<file path="src/rtl/ysyx_22050598_trap_ctrl_pkg.sv">
// Trap sequencer shared constants: CSR addresses, cause codes,
// mstatus bit positions, exc_type encodings and FSM states.
package ysyx_22050598_trap_ctrl_pkg;

  localparam logic [11:0] CSR_MSTATUS = 12'h300;
  localparam logic [11:0] CSR_MTVEC   = 12'h305;
  localparam logic [11:0] CSR_MEPC    = 12'h341;
  localparam logic [11:0] CSR_MCAUSE  = 12'h342;

  localparam logic [63:0] DEF_CAUSE_ECALL   = 64'hb;
  localparam logic [63:0] DEF_CAUSE_EBREAK  = 64'h3;
  localparam logic [63:0] DEF_CAUSE_ILLEGAL = 64'h2;
  localparam logic [63:0] DEF_CAUSE_MTI     =
    64'h8000_0000_0000_0007;

  localparam int MST_MIE    = 3;
  localparam int MST_MPIE   = 7;
  localparam int MST_MPP_LO = 11;
  localparam int MST_MPP_HI = 12;

  localparam logic [1:0] EXC_ECALL   = 2'b00;
  localparam logic [1:0] EXC_MRET    = 2'b01;
  localparam logic [1:0] EXC_ILLEGAL = 2'b10;
  localparam logic [1:0] EXC_EBREAK  = 2'b11;

  typedef enum logic [2:0] {
    ST_IDLE     = 3'd0,
    ST_W_EPC    = 3'd1,
    ST_W_CAUSE  = 3'd2,
    ST_W_STATUS = 3'd3,
    ST_REDIRECT = 3'd4
  } state_e;

endpackage

</file>
<file path="src/rtl/ysyx_22050598_trap_ctrl.sv">
// Trap sequencer between EX and the M-mode CSR file.
// Ports: exc_* request in, commit/irq interrupt inputs, csr_* read values
// in, one CSR write port out, flush pulse, redirect valid/ready, busy.
module ysyx_22050598_trap_ctrl
  import ysyx_22050598_trap_ctrl_pkg::*;
#(
  parameter int XLEN = 64,
  parameter logic [XLEN-1:0] CAUSE_ECALL =
    XLEN'(DEF_CAUSE_ECALL),
  parameter logic [XLEN-1:0] CAUSE_EBREAK =
    XLEN'(DEF_CAUSE_EBREAK),
  parameter logic [XLEN-1:0] CAUSE_ILLEGAL =
    XLEN'(DEF_CAUSE_ILLEGAL),
  parameter logic [XLEN-1:0] CAUSE_MTI =
    XLEN'(DEF_CAUSE_MTI)
) (
  input  logic            clk,
  input  logic            rst,
  input  logic            exc_valid_i,
  input  logic [1:0]      exc_type_i,
  input  logic [XLEN-1:0] exc_pc_i,
  output logic            exc_ready_o,
  input  logic            commit_valid_i,
  input  logic [XLEN-1:0] commit_next_pc_i,
  input  logic            irq_mtip_i,
  input  logic            mie_mtie_i,
  input  logic [XLEN-1:0] csr_mstatus_i,
  input  logic [XLEN-1:0] csr_mtvec_i,
  input  logic [XLEN-1:0] csr_mepc_i,
  output logic            csr_we_o,
  output logic [11:0]     csr_waddr_o,
  output logic [XLEN-1:0] csr_wdata_o,
  output logic            flush_o,
  output logic            redirect_valid_o,
  output logic [XLEN-1:0] redirect_pc_o,
  input  logic            redirect_ready_i,
  output logic            busy_o
);

  state_e          r_state;
  state_e          w_nstate;
  logic            r_is_mret;
  logic [XLEN-1:0] r_epc;
  logic [XLEN-1:0] r_cause;
  logic [XLEN-1:0] r_target;

  logic            w_idle;
  logic            w_take_exc;
  logic            w_take_irq;
  logic            w_accept;
  logic            w_is_mret;
  logic [XLEN-1:0] w_exc_cause;
  logic [XLEN-1:0] w_mst_new;
  logic            w_unused;

  assign w_idle     = (r_state == ST_IDLE);
  assign w_is_mret  = (exc_type_i == EXC_MRET);
  assign w_take_exc = w_idle & exc_valid_i;
  assign w_take_irq = w_idle & irq_mtip_i
                    & mie_mtie_i
                    & csr_mstatus_i[MST_MIE]
                    & commit_valid_i
                    & ~exc_valid_i;
  assign w_accept   = w_take_exc | w_take_irq;

  assign exc_ready_o = w_idle;
  assign busy_o      = ~w_idle;
  assign flush_o     = w_accept & ~rst;

  assign w_unused = &{1'b0, csr_mtvec_i[1:0], r_epc[1:0]};

  always_comb begin
    w_exc_cause = '0;
    unique case (exc_type_i)
      EXC_ECALL:   w_exc_cause = CAUSE_ECALL;
      EXC_ILLEGAL: w_exc_cause = CAUSE_ILLEGAL;
      EXC_EBREAK:  w_exc_cause = CAUSE_EBREAK;
      default:     w_exc_cause = '0;
    endcase
  end

  // mstatus update: trap stacks MIE into MPIE, mret pops it back.
  always_comb begin
    w_mst_new = csr_mstatus_i;
    if (r_is_mret) begin
      w_mst_new[MST_MIE]  = csr_mstatus_i[MST_MPIE];
      w_mst_new[MST_MPIE] = 1'b1;
    end else begin
      w_mst_new[MST_MPIE] = csr_mstatus_i[MST_MIE];
      w_mst_new[MST_MIE]  = 1'b0;
    end
    w_mst_new[MST_MPP_HI:MST_MPP_LO] = 2'b11;
  end

  always_ff @(posedge clk) begin
    if (rst) begin
      r_state   <= ST_IDLE;
      r_is_mret <= 1'b0;
      r_epc     <= '0;
      r_cause   <= '0;
      r_target  <= '0;
    end else begin
      r_state <= w_nstate;
      if (w_accept) begin
        r_is_mret <= w_take_exc & w_is_mret;
        r_epc     <= w_take_exc ? exc_pc_i
                                : commit_next_pc_i;
        r_cause   <= w_take_exc ? w_exc_cause
                                : CAUSE_MTI;
      end
      // Vectored mtvec is treated as direct.
      if (r_state == ST_W_STATUS) begin
        r_target <= r_is_mret ? csr_mepc_i
                  : {csr_mtvec_i[XLEN-1:2], 2'b00};
      end
    end
  end

  always_comb begin
    w_nstate         = r_state;
    csr_we_o         = 1'b0;
    csr_waddr_o      = '0;
    csr_wdata_o      = '0;
    redirect_valid_o = 1'b0;
    redirect_pc_o    = '0;
    unique case (r_state)
      ST_IDLE: begin
        if (w_take_exc) begin
          w_nstate = w_is_mret ? ST_W_STATUS
                               : ST_W_EPC;
        end else if (w_take_irq) begin
          w_nstate = ST_W_EPC;
        end
      end
      ST_W_EPC: begin
        csr_we_o    = 1'b1;
        csr_waddr_o = CSR_MEPC;
        csr_wdata_o = {r_epc[XLEN-1:2], 2'b00};
        w_nstate    = ST_W_CAUSE;
      end
      ST_W_CAUSE: begin
        csr_we_o    = 1'b1;
        csr_waddr_o = CSR_MCAUSE;
        csr_wdata_o = r_cause;
        w_nstate    = ST_W_STATUS;
      end
      ST_W_STATUS: begin
        csr_we_o    = 1'b1;
        csr_waddr_o = CSR_MSTATUS;
        csr_wdata_o = w_mst_new;
        w_nstate    = ST_REDIRECT;
      end
      ST_REDIRECT: begin
        redirect_valid_o = 1'b1;
        redirect_pc_o    = r_target;
        if (redirect_ready_i) w_nstate = ST_IDLE;
      end
      default: w_nstate = ST_IDLE;
    endcase
  end

endmodule

</file>
<file path="config.mk">
export PLATFORM = sky130hd
export DESIGN_NAME = ysyx_22050598_trap_ctrl
export DESIGN_NICKNAME = d
export VERILOG_FILES = /design/src/rtl/ysyx_22050598_trap_ctrl_pkg.sv /design/src/rtl/ysyx_22050598_trap_ctrl.sv
export SDC_FILE = /design/constraint.sdc
export NUM_CORES = 1
export LEC_CHECK = 0
export ABC_AREA = 1
export BUFFER_PORTS_ARGS = -buffer_cell sky130_fd_sc_hd__buf_2
export CAP_MARGIN = 10
export CORE_AREA = 3 3 183 185
export CTS_CLUSTER_SIZE = 14
export DETAILED_ROUTE_END_ITERATION = 12
export DIE_AREA = 0 0 186 188
export GPL_TIMING_DRIVEN = 0
export SETUP_SLACK_MARGIN = 0.3
export SYNTH_ARGS = -nofsm -noshare
export SYNTH_HDL_FRONTEND = slang
export SYNTH_SLANG_ARGS = --single-unit
export TNS_END_PERCENT = 100
</file>
<file path="constraint.sdc">
create_clock -name clk -period 1.9 [get_ports clk]
set_input_delay 0.095 -clock clk [delete_from_list [all_inputs] [get_ports clk]]
set_output_delay 0.095 -clock clk [all_outputs]
set_load 0.02 [all_outputs]
</file>
==> out/summary.txt <==
H-tree levels: 4
Worst Path Buf+Inv: 4
largest net degree at the start of global routing: 17
CP Class: flip-flop to output pin
TritonRoute pass-1 iters: 7
crit end category: output pin
most common cell after layout, fill and taps aside: buf_2
busiest grt layer: met2
HPWL after DPL: 29700 um
initial antenna violation count: 1
fraction of registers with async set/reset: 0%
mean area per synthesized cell: 5.832 um^2
Fin. Hold Viols: 0
CTS sink count: 134
Worst-path clk slew: 70 ps
Crit Reg-Reg Startpoint: r_state[1]
CP max stage delay: 380 ps
Final Max Tran Viols: 0
CTS tree: built
Warnings, synthesis: 0
Post-Place Worst Slack: -542.0 ps
RSZ-0062 raised after global routing: yes
Top cell by count, worst path: nor2_4
ant diodes: 0
share of layout cells above drive strength 1: 39.60%
part of the Yosys area used for sequential elements: 33.67%
Final Cycle Share: 98.45%
global routing usage on met1: 24.29%
core area: 32210 um^2
gpl congestion: 0.8856
Mapped Area: 7966 um^2
Initial DRC Count: 538
Max Fclk: 534.6 MHz
# IOs: 474
final setup vio count: 0
largest cells by area after synthesis: dfxtp_1, nand2_1, o21ai_0
Least-Margin Pin Slew: 768.2 ps
vias per cell: 4.587
worst vdd rail ir drop: 0.0005656 V
status: completed
hold slack: 25.30 ps
DR WL/cell: 17.47 um
Power Density: 742.8 nW/um^2
Pleak: 7.240 nW
CTS max path bufs: 2
startpoint types: flip-flop
Top FF cell, synth: dfxtp_1
Yosys top cell area share: 33.67%
setup TNS: 0 ps
vias in the first global route: 10730
clk_skew: 10.13 ps
final wirelength: 41590 um
synthesized flop and latch total: 134
met2 GRT Util: 40.28%
instance count of the mapped netlist: 1366
vias: 10920
Layout fillers: 3233
Worst Hold Launch: rst
gr ovfl total: 0
fin nets: 2290
CP top delay family: buffers and inverters
die height: 188 um
leading cell types in the layout, fill and taps excluded: buf_2, nand2_1, inv_1, dfxtp_1
Antenna Nets Post-Route: 0
Residual DRC: 0
Hold Crit Class: input port to flip-flop
first-pass GRT wire length: 58920 um
cells along the critical path: inv_4, nand2_4, nor2_4, clkinvlp_4, clkbuf_16, nor2_4, buf_6
I/O Buffers: 457
area leader, netlist: dfxtp_1
number of flops mapped to enable cells by yosys: 0
Crit Path Max Fanout: 5
crit path max-delay cell type: dfxtp_4
fin crit period: 1871 ps
CTS root buf: clkbuf_16
Tot GR Track Use: 22.16%
Max-cap violations: 0
relative slew slack: 48.79%
DIE AREA: 34970 um^2
crit path from: r_state[0]
worst setup margin: 29.39 ps
Starting Density: 24.74%
Synth-to-Final Area Change: 87.26%
grt met3 use: 5.238%
Worst Path Required: 1800 ps
Chip Width: 186 um
synth unique cells: 26
Core Util, Final: 46.32%
Skew-Pair Late Insertion Delay: 420 ps
total CTS buffers: 17
Arr. time, crit path: 1780 ps
Cell Rows: 66
[worst register-to-register path: stages (launching register included)]
cell      delay, ps
dfxtp_4         370
clkinv_4         80
buf_12          130
buf_4           140
nand2_2         100
inv_2            60
o21ai_4          70
buf_6           150
buf_12          130
buf_4           120
buf_8           120
nand2_1          60
nand2_1          60
nor2_1           50
[path summary, 6_finish.rpt]
kind	end	slack, ps	depth (start not counted)
worst max-delay path	redirect_pc_o[44]	30	7
worst min-delay path	r_is_mret	30	2
worst max register to register	r_epc[48]	170	13
worst min register to register	r_cause[0]	470	2
[stage by stage]
stage                     std cells  power, W  area (um^2)
after global routing           2380   0.01169        14920
after global placement         2237  0.006258        10790
after floorplan                1372  0.005074         7989
final                          2380   0.01108        14920
after detailed placement       2237  0.006295        10790
after CTS                      2358   0.01065        14150
[repair_timing]
action / in CTS / in global routing
gates cloned: 10 / 7
hold endpoints to repair: 56 / 0
pin swaps: 14 / 16
resized for setup: 550 / 164
endpoints found under the setup margin: 259 / 240
setup buffers: 23 / 15
hold buffers: 56 / 0
[sequential cells by signal, indices dropped and copies added (netlist names)]
| name | flops |
|---|---|
| r_cause | 4 |
| r_epc | 62 |
| r_is_mret | 1 |
| r_state | 3 |
| r_target | 64 |
[kinds of logic (layout without fill, tap and decap cells)]
logic type	after synthesis	after routing	share of synthesized area, %
buffers and inverters	315	915	16.27
adder cells (fa/ha/maj)	2	2	0.3141
AO/OA/AOI/OAI	265	265	16.87
flip-flops	134	134	33.67
AND/OR/NAND/NOR	649	649	32.83
other	1	7	0.04707
[cell type report]
type,instances,area [um^2],area share (%)
multi-input cells,923,4886,32.75
repair buffers,566,4248,28.47
flip-flops and latches,134,2698,18.08
plain buffers,111,1120,7.506
inverters,204,818.3,5.485
well taps,408,510.5,3.422
clock buffers,21,470.5,3.154
clock inverters,11,148.9,0.9981
repair inverters,2,18.77,0.1258
[power by group]
group	switching (W)	internal, W	total, W
clock network	0.00136	0.00217	0.00354
registers	0.0000926	0.00313	0.00323
logic	0.00248	0.00184	0.00432
total	0.00394	0.00714	0.0111
[cell usage after synthesis (all sizes together) (3+ instances only)]
library cell	n
nand2	387
inv	203
nor2	195
o21ai	188
dfxtp	134
a21oi	71
buf	68
nand4	62
clkbuf	43
nand3	5
o211ai	3
[per-layer routing]
layer / vias to the layer above / wire length [um]
li1: 5401 / -
met1: 4977 / 16080
met5: - / 12
met4: 2 / 1542
met2: 468 / 21140
met3: 69 / 2811
Note: power is estimated with default switching activity, not from simulation.
